[config.mk]
export PLATFORM = sky130hd
export DESIGN_NAME = mpd_pad_cfg_loader
export DESIGN_NICKNAME = d
export VERILOG_FILES = /design/src/rtl/mpd_pad_cfg_loader.sv
export SDC_FILE = /design/constraint.sdc
export NUM_CORES = 2
export LEC_CHECK = 0
export CAP_MARGIN = 20
export CORE_MARGIN = 10
export CORE_UTILIZATION = 53
export DETAILED_ROUTE_END_ITERATION = 10
export PLACE_DENSITY = 0.78
export SLEW_MARGIN = 20
export SYNTH_ARGS = -nofsm -noshare
export SYNTH_HDL_FRONTEND = slang
export SYNTH_SLANG_ARGS = --single-unit
[constraint.sdc]
create_clock -name i_clk -period 31.5 [get_ports i_clk]
set_clock_uncertainty 0.15 [all_clocks]
set_input_delay 6.3 -clock i_clk [delete_from_list [all_inputs] [get_ports i_clk]]
set_output_delay 6.3 -clock i_clk [all_outputs]
set_load 0.01 [all_outputs]
[src/rtl/mpd_pad_cfg_loader.sv]
// Bit-bang serial loader that checks a header and an exact bit count, then commits pad configuration atomically.
// Optional feature MPD_CFG_READBACK_EN adds o_sdout, which shifts out the current configuration during the payload.
module mpd_pad_cfg_loader #(
    parameter int NUM_PADS    = 44,
    parameter int CFG_BITS    = 13,
    parameter int SYNC_STAGES = 2,
    parameter logic [15:0] HEADER = 16'hFAB5,
    parameter logic [NUM_PADS*CFG_BITS-1:0] CFG_DEFAULT = {(NUM_PADS*CFG_BITS){1'b0}}
) (
    input  logic                           i_clk,
    input  logic                           i_reset,
    input  logic                           i_sclk,
    input  logic                           i_sdata,
    input  logic                           i_sel,
    output logic [NUM_PADS*CFG_BITS-1:0]   o_pad_cfg,
    output logic                           o_cfg_valid,
    output logic                           o_cfg_err,
`ifdef MPD_CFG_READBACK_EN
    output logic                           o_sdout,
`endif
    output logic                           o_busy
);

    localparam int CFG_W      = NUM_PADS * CFG_BITS;
    localparam int FRAME_BITS = 16 + CFG_W;
    localparam int CNT_W      = $clog2(FRAME_BITS + 1);
    localparam int WARM_W     = $clog2(SYNC_STAGES + 2);
    localparam logic [CNT_W-1:0]  FRAME_CNT = CNT_W'(FRAME_BITS);
    localparam logic [CNT_W-1:0]  HDR_LAST  = CNT_W'(15);
    localparam logic [WARM_W-1:0] WARM_DONE = WARM_W'(SYNC_STAGES + 1);

    typedef enum logic [2:0] {
        ST_IDLE    = 3'd0,
        ST_HEADER  = 3'd1,
        ST_PAYLOAD = 3'd2,
        ST_FULL    = 3'd3,
        ST_ERROR   = 3'd4
    } state_t;

    state_t                   state_r;
    logic [SYNC_STAGES-1:0]   sclk_sync_r;
    logic [SYNC_STAGES-1:0]   sdata_sync_r;
    logic [SYNC_STAGES-1:0]   sel_sync_r;
    logic                     sclk_d_r;
    logic                     sdata_d_r;
    logic                     sel_d_r;
    logic [WARM_W-1:0]        warm_cnt_r;
    logic                     sclk_rise_r;
    logic                     sel_rise_r;
    logic                     sel_fall_r;
    logic                     sclk_rise_s;
    logic                     sel_rise_s;
    logic                     sel_fall_s;
    logic [CNT_W-1:0]         bit_cnt_r;
    logic [CNT_W-1:0]         cnt_inc_s;
    logic [14:0]              hdr_r;
    logic [CFG_W-1:0]         shadow_r;
    logic                     shadow_shift_s;

    // Synchronise the bit-bang inputs and keep one delayed copy of each for edge detection
    always_ff @(posedge i_clk) begin
        if (i_reset) begin
            sclk_sync_r  <= {SYNC_STAGES{1'b0}};
            sdata_sync_r <= {SYNC_STAGES{1'b0}};
            sel_sync_r   <= {SYNC_STAGES{1'b0}};
            sclk_d_r     <= 1'b0;
            sdata_d_r    <= 1'b0;
            sel_d_r      <= 1'b0;
        end else begin
            sclk_sync_r  <= {sclk_sync_r[SYNC_STAGES-2:0], i_sclk};
            sdata_sync_r <= {sdata_sync_r[SYNC_STAGES-2:0], i_sdata};
            sel_sync_r   <= {sel_sync_r[SYNC_STAGES-2:0], i_sel};
            sclk_d_r     <= sclk_sync_r[SYNC_STAGES-1];
            sdata_d_r    <= sdata_sync_r[SYNC_STAGES-1];
            sel_d_r      <= sel_sync_r[SYNC_STAGES-1];
        end
    end

    assign sclk_rise_s = sclk_sync_r[SYNC_STAGES-1] & ~sclk_d_r;
    assign sel_rise_s  = sel_sync_r[SYNC_STAGES-1] & ~sel_d_r;
    assign sel_fall_s  = ~sel_sync_r[SYNC_STAGES-1] & sel_d_r;

    // Register edge pulses; masked until the pipeline has refilled after reset, so a sel held high cannot open a frame
    always_ff @(posedge i_clk) begin
        if (i_reset) begin
            warm_cnt_r  <= {WARM_W{1'b0}};
            sclk_rise_r <= 1'b0;
            sel_rise_r  <= 1'b0;
            sel_fall_r  <= 1'b0;
        end else if (warm_cnt_r != WARM_DONE) begin
            warm_cnt_r  <= warm_cnt_r + WARM_W'(1);
            sclk_rise_r <= 1'b0;
            sel_rise_r  <= 1'b0;
            sel_fall_r  <= 1'b0;
        end else begin
            warm_cnt_r  <= warm_cnt_r;
            sclk_rise_r <= sclk_rise_s;
            sel_rise_r  <= sel_rise_s;
            sel_fall_r  <= sel_fall_s;
        end
    end

    // Saturating increment of the frame bit counter
    always_comb begin
        cnt_inc_s = bit_cnt_r;
        if (bit_cnt_r == FRAME_CNT) begin
            cnt_inc_s = bit_cnt_r;
        end else begin
            cnt_inc_s = bit_cnt_r + CNT_W'(1);
        end
    end

    // A sel fall in the same cycle wins over an sclk edge, so the shadow only shifts without one
    assign shadow_shift_s = (state_r == ST_PAYLOAD) & sclk_rise_r & ~sel_fall_r;

    // Payload shadow register; only its contents at commit time matter
    always_ff @(posedge i_clk) begin
        if (shadow_shift_s) begin
            shadow_r <= {shadow_r[CFG_W-2:0], sdata_d_r};
        end else begin
            shadow_r <= shadow_r;
        end
    end

`ifdef MPD_CFG_READBACK_EN
    logic [CNT_W-1:0] rb_idx_s;
    // Bit of the current configuration presented after this payload edge
    assign rb_idx_s = FRAME_CNT - CNT_W'(2) - bit_cnt_r;
`endif

    // Frame state machine with registered outputs
    always_ff @(posedge i_clk) begin
        if (i_reset) begin
            state_r     <= ST_IDLE;
            bit_cnt_r   <= {CNT_W{1'b0}};
            hdr_r       <= 15'h0000;
            o_pad_cfg   <= CFG_DEFAULT;
            o_cfg_valid <= 1'b0;
            o_cfg_err   <= 1'b0;
            o_busy      <= 1'b0;
`ifdef MPD_CFG_READBACK_EN
            o_sdout     <= 1'b0;
`endif
        end else begin
            case (state_r)
                ST_IDLE: begin
                    if (sel_rise_r) begin
                        bit_cnt_r <= {CNT_W{1'b0}};
                        o_cfg_err <= 1'b0;
                        o_busy    <= 1'b1;
                        state_r   <= ST_HEADER;
                    end
                end
                ST_HEADER: begin
                    if (sel_fall_r) begin
                        o_cfg_err <= 1'b1;
                        o_busy    <= 1'b0;
                        state_r   <= ST_IDLE;
                    end else if (sclk_rise_r) begin
                        hdr_r     <= {hdr_r[13:0], sdata_d_r};
                        bit_cnt_r <= cnt_inc_s;
                        if (bit_cnt_r == HDR_LAST) begin
                            if ({hdr_r, sdata_d_r} == HEADER) begin
                                state_r <= ST_PAYLOAD;
`ifdef MPD_CFG_READBACK_EN
                                o_sdout <= o_pad_cfg[CFG_W-1];
`endif
                            end else begin
                                o_busy  <= 1'b0;
                                state_r <= ST_ERROR;
                            end
                        end
                    end
                end
                ST_PAYLOAD: begin
                    if (sel_fall_r) begin
                        o_cfg_err <= 1'b1;
                        o_busy    <= 1'b0;
                        state_r   <= ST_IDLE;
`ifdef MPD_CFG_READBACK_EN
                        o_sdout   <= 1'b0;
`endif
                    end else if (sclk_rise_r) begin
                        bit_cnt_r <= cnt_inc_s;
                        if (cnt_inc_s == FRAME_CNT) begin
                            o_busy  <= 1'b0;
                            state_r <= ST_FULL;
`ifdef MPD_CFG_READBACK_EN
                            o_sdout <= 1'b0;
`endif
                        end else begin
`ifdef MPD_CFG_READBACK_EN
                            o_sdout <= o_pad_cfg[rb_idx_s];
`endif
                        end
                    end
                end
                ST_FULL: begin
                    if (sel_fall_r) begin
                        o_pad_cfg   <= shadow_r;
                        o_cfg_valid <= 1'b1;
                        state_r     <= ST_IDLE;
                    end else if (sclk_rise_r) begin
                        state_r <= ST_ERROR;
                    end
                end
                ST_ERROR: begin
                    if (sel_fall_r) begin
                        o_cfg_err <= 1'b1;
                        state_r   <= ST_IDLE;
                    end
                end
                default: begin
                    o_busy  <= 1'b0;
                    state_r <= ST_IDLE;
                end
            endcase
        end
    end

endmodule

# Word-level counts from Yosys, hierarchy flattened
# Cells that the tools add are included.
[totals]
register_bits = 1189
[classes]
reduce_logical = 13
mux = 29
n_bitwise = 10
addsub = 2
n_eq_ne = 20
[ops]
columns = ["cell", "count"]
rows = [
  ["$mux 10", 4],
  ["$mux 3", 11],
  ["$eq 10x10->1 const B", 2],
  ["$pmux 10 s2", 1],
  ["$eq 16x16->1 const B", 1],
  ["$ne 3x3->1 const B", 5],
  ["$pmux 3 s5", 1],
  ["$reduce_and 7->1", 2],
  ["$add 10x1->10 const B", 1],
  ["$eq 10x4->1 const B", 1],
  ["$mux 1", 10],
  ["$ne 2x2->1 const B", 4],
  ["$eq 3x2->1 const B", 2],
  ["$reduce_and 3->1", 2],
  ["$reduce_or 2->1", 3],
  ["$and 1x1->1", 5],
  ["$not 1->1", 5],
  ["$ne 2x1->1 const B", 2],
  ["$pmux 1 s4", 1],
  ["$reduce_and 4->1", 1],
  ["$reduce_bool 2->1", 2],
  ["$eq 3x1->1 const B", 1],
  ["$eq 3x3->1 const B", 1],
  ["$logic_not 3->1", 1],
  ["other kinds (5)", 5],
]

# Longest topological paths before layout
[depth]
depth_word = 7
ltp_mapped = 8

# Least setup slack after synthesis
# Ideal clock, no wire load.
[synth_path]
path_type = "reg2reg"
startpoint = "register state_r[1]"
endpoint = "register shadow_r[0], enable pin"
slack_ns = 4.980
stages_incl_launch_ff = 4
period_less_slack_ns = 26.520
arrival_time_ns = 24.846
setup_time_ns = 1.524
t_required_ns = 29.826
path_cell_list = "dfxtp_1 > buf_6 > or4b_2 > nor2_1"
[synth_via]
elab_chain_len = 3
[synth_rtl]
columns = ["item", "line", "source"]
rows = [
  ["start, declared", "40", "state_t state_r;"],
  ["start signal, assigned", "134", "state_r <= ST_IDLE;"],
  ["start signal, assigned", "151", "state_r <= ST_HEADER;"],
  ["start signal, assigned", "158", "state_r <= ST_IDLE;"],
  ["$eq 3x2->1", "114", "assign shadow_shift_s = (state_r == ST_PAYLOAD) & sclk_rise_r & ~sel_fall_r;"],
  ["$and 1x1->1 (2 in series)", "114", ""],
  ["via shadow_shift_s", "58", "logic shadow_shift_s;"],
  ["end signal, assigned", "119", "shadow_r <= {shadow_r[CFG_W-2:0], sdata_d_r};"],
  ["end signal, assigned", "121", "shadow_r <= shadow_r;"],
  ["end, declared", "57", "logic [CFG_W-1:0] shadow_r;"],
]
# The timed path passes the listed nets, and every way through them passes these cells.
# A chain may end at the register's enable or synchronous reset.

# Worst setup path in the final report
[layout_path]
startpoint = "input port i_reset"
endpoint = "register o_pad_cfg[115]"
[layout_rtl]
columns = ["item", "line", "source"]
rows = [
  ["start, declared", "11", "input logic i_reset,"],
  ["end signal, assigned", "200", "o_pad_cfg <= shadow_r;"],
  ["end, declared", "15", "output logic [NUM_PADS*CFG_BITS-1:0] o_pad_cfg,"],
]
# No word-level cell between the ends.

==> out/summary.txt <==
Outcome: finished, final reports clean
Total power: 3.07 mW
Maximum fanout along the worst path: 126
Maximum root-to-sink buffer count: 3
Port Buffers: 579
Avg Inst Size Synth: 11.7 um^2
Leakage power: 13.8 nW
Min Tclk post-route: 8.67 ns
Final Non-Filler Cells: 4869
Final Max Tran Viols: 0
CP required: 31.82 ns
Commonest cells post-synth: nand2_1 (1169), dfxtp_1 (617), a21oi_1 (601)
GP Congestion: 0.788
Worst r2r src: state_r[1]
Dpl ws: 22.25 ns
Async set-or-reset flop fraction in the synthesized netlist: 0
Die width: 290 um
CTS Hold Buffers Added: 0
CTS root buf: clkbuf_16
Flops & latches, synth: 1189
Worst hold stages: 0
Total track usage: 0.216
Clock Latency Late Sink: 0.67 ns
Syn. warnings: 0
Max Cap Viol: 0
Cell count after placement: 4652
Io pins: 580
Seq. cell area: 29500 um^2
Highest-delay cell along the critical path: buf_4
Total Wirelength: 95400 um
Crit path top cell by count: buf_4
Iteration-0 DRC Markers: 2189
Post-synthesis sequential area ratio: 0.762
Layout Nets: 3817
Slew HR: 0.125
Netlist cell types: 53
Adder-Cell Fraction of Synth Area: 0.000969
Min-Delay Startpoint: shadow_r[82]
Fill cells: 5161
Post-CTS Setup Inserts: 0
Main synth FF type: dfxtp_1
CTS Buf Count: 113
Setup TNS: 0 ns
WP depth: 4
Final global-route overflow total: 0
Post-Syn Nets: 3309
Critical path type: input pin to flip-flop
Initial Utilization: 0.533
Share of cells above drive strength 1: 0.0555
Die Y-Extent: 290 um
Top delay family on crit path: buffers and inverters
P&R area growth vs syn: 26.8%
Synth Instances: 3301
Post-CTS resize count: 0
Peak VDD IR: 0.0000532 V
Hold Path Class: flip-flop to flip-flop
Initial antenna violation count: 2
CP startpoint: i_reset
Residual DRC: 0
Area leader, netlist: edfxtp_1
DR vias: 25974
Hold Slack: 0.250 ns
TritonCTS clock tree: yes
WL/cell: 19.6 um
Core area: 72700 um^2
Synth area leaders: edfxtp_1 (44%), dfxtp_1 (32%), nand2_1 (11%), a21oi_1 (7.8%), clkbuf_1 (1.3%)
RSZ-0062 raised after global routing: false
Multi-input logic area: 8300 um^2
Pwr dens: 62.5 nW/um^2
XOR/XNOR Fraction of Synth Area: 0.000678
Number of synthesized flops with an enable pin: 572
Slew @ Worst Pin: 1.31 ns
H-Tree Depth: 3
Final worst-path cycle share: 0.275
Clock sinks: 1189
Largest family of logic cells by synthesized area: simple AND/OR/NAND/NOR gates
Worst EP arrival: 8.99 ns
DRT antenna net count: 0
Final setup vio count: 0
Top cell type's share of synthesized area: 0.443
Number of buffers and inverters on the critical path: 3
Hold Violations, Final: 0
R2R cell count: 6
Vias per std cell: 5.33
# diodes: 0
Clock transition at path regs: 0.06 ns
Largest net degree at the start of global routing: 212
FMAX: 115 MHz
Pre-antenna DRT Iters: 5
Row cnt: 99
DP HPWL: 58500 um
Die ar.: 84300 um^2
Number of global-route vias before repair: 25499
First-pass GRT wire length: 146000 um
Mux cell area share after synthesis: 0.000775
Cell with the most instances after synthesis: nand2_1
Synth Area in Compound Gates: 0.0834
Syn Std Cell Area: 38700 um^2
Synth Area in Simple Gates: 0.128
Critical path cell sequence: buf_8 > buf_4 > buf_4 > a21oi_1
Setup ws final: 22.83 ns
Setup crit start kind: input pin
Largest stage delay, worst path: 0.91 ns
Worst Setup End Kind: flip-flop
## final cells by class
class	count	area share
Tap cell	959	0.0244
Sequential cell	1189	0.601
Timing Repair Buffer	603	0.123
Clock inverter	60	0.0163
Clock buffer	156	0.0654
Inverter	5	0.000382
Multi-Input combinational cell	1897	0.169
## state kept, by name, summed over array words and instances, names as in the netlist, 3 cells and up
register   count
hdr_r         15
bit_cnt_r     10
o_pad_cfg    572
shadow_r     572
state_r        3
## power by group
group | total (mW) | internal, mW | switching [mW]
combinational | 0.0275 | 0.00677 | 0.0207
sequential | 1.61 | 1.61 | 0.00223
clock | 1.43 | 0.848 | 0.585
## metrics by stage
stage	util	cell area [um^2]
after floorplan	-	38700
after global placement	0.619	45000
after detailed placement	0.620	45100
after CTS	0.675	49100
after global routing	0.676	49100
final	0.676	49100
## layer usage
layer / vias to the layer above / wire (um) / global-route usage
li1: 12204 / - / -
met1: 12755 / 37700 / 0.264
met2: 839 / 46100 / 0.352
met3: 174 / 7860 / 0.0632
met4: 2 / 3810 / 0.0923
met5: - / 13 / 0
## logic make-up after synthesis
family | after synthesis
AO/OA/AOI/OAI | 630
adder cells (fa/ha/maj) | 3
multiplexers | 3
AND/OR/NAND/NOR | 1258
flip-flops | 1189
XOR/XNOR | 3
buffers and inverters | 215
## worst paths after layout
kind                                        to  slack [ns]
worst max-delay path            o_pad_cfg[115]       22.83
worst min-delay path              shadow_r[83]        0.25
worst min register to register    shadow_r[83]        0.25
worst max register to register   shadow_r[174]       25.85
## layout by cell type, fill, tap and decap left out, types with 3 or more instances in the layout
master	Yosys	layout
nor4_1	3	3
a211oi_1	5	5
and3_1	4	3
clkinv_16	0	3
dfxtp_1	617	617
nand4_1	3	3
buf_4	2	17
clkbuf_16	0	116
nor2_1	18	17
clkinvlp_4	0	4
clkdlybuf4s50_1	0	578
clkinv_2	0	26
o21ai_0	8	8
nor4b_1	3	3
edfxtp_1	572	572
buf_12	0	3
nor2b_1	10	10
mux2i_1	3	3
inv_1	5	5
bufinv_16	0	16
ha_1	3	3
and3b_1	3	3
clkinv_1	0	8
clkbuf_8	0	16
a21oi_1	601	601
nand2_1	1169	1169
clkbuf_1	135	24
nand4b_1	3	3
nand3_1	22	21
## worst register-to-register path: stages, from the launching register on
cell     delay [ns]
dfxtp_1        0.70
or4b_2         0.70
nor2_4         0.10
buf_4          0.73
buf_4          0.88
buf_4          1.01
buf_4          0.95
(Power assumes the default switching activity.)
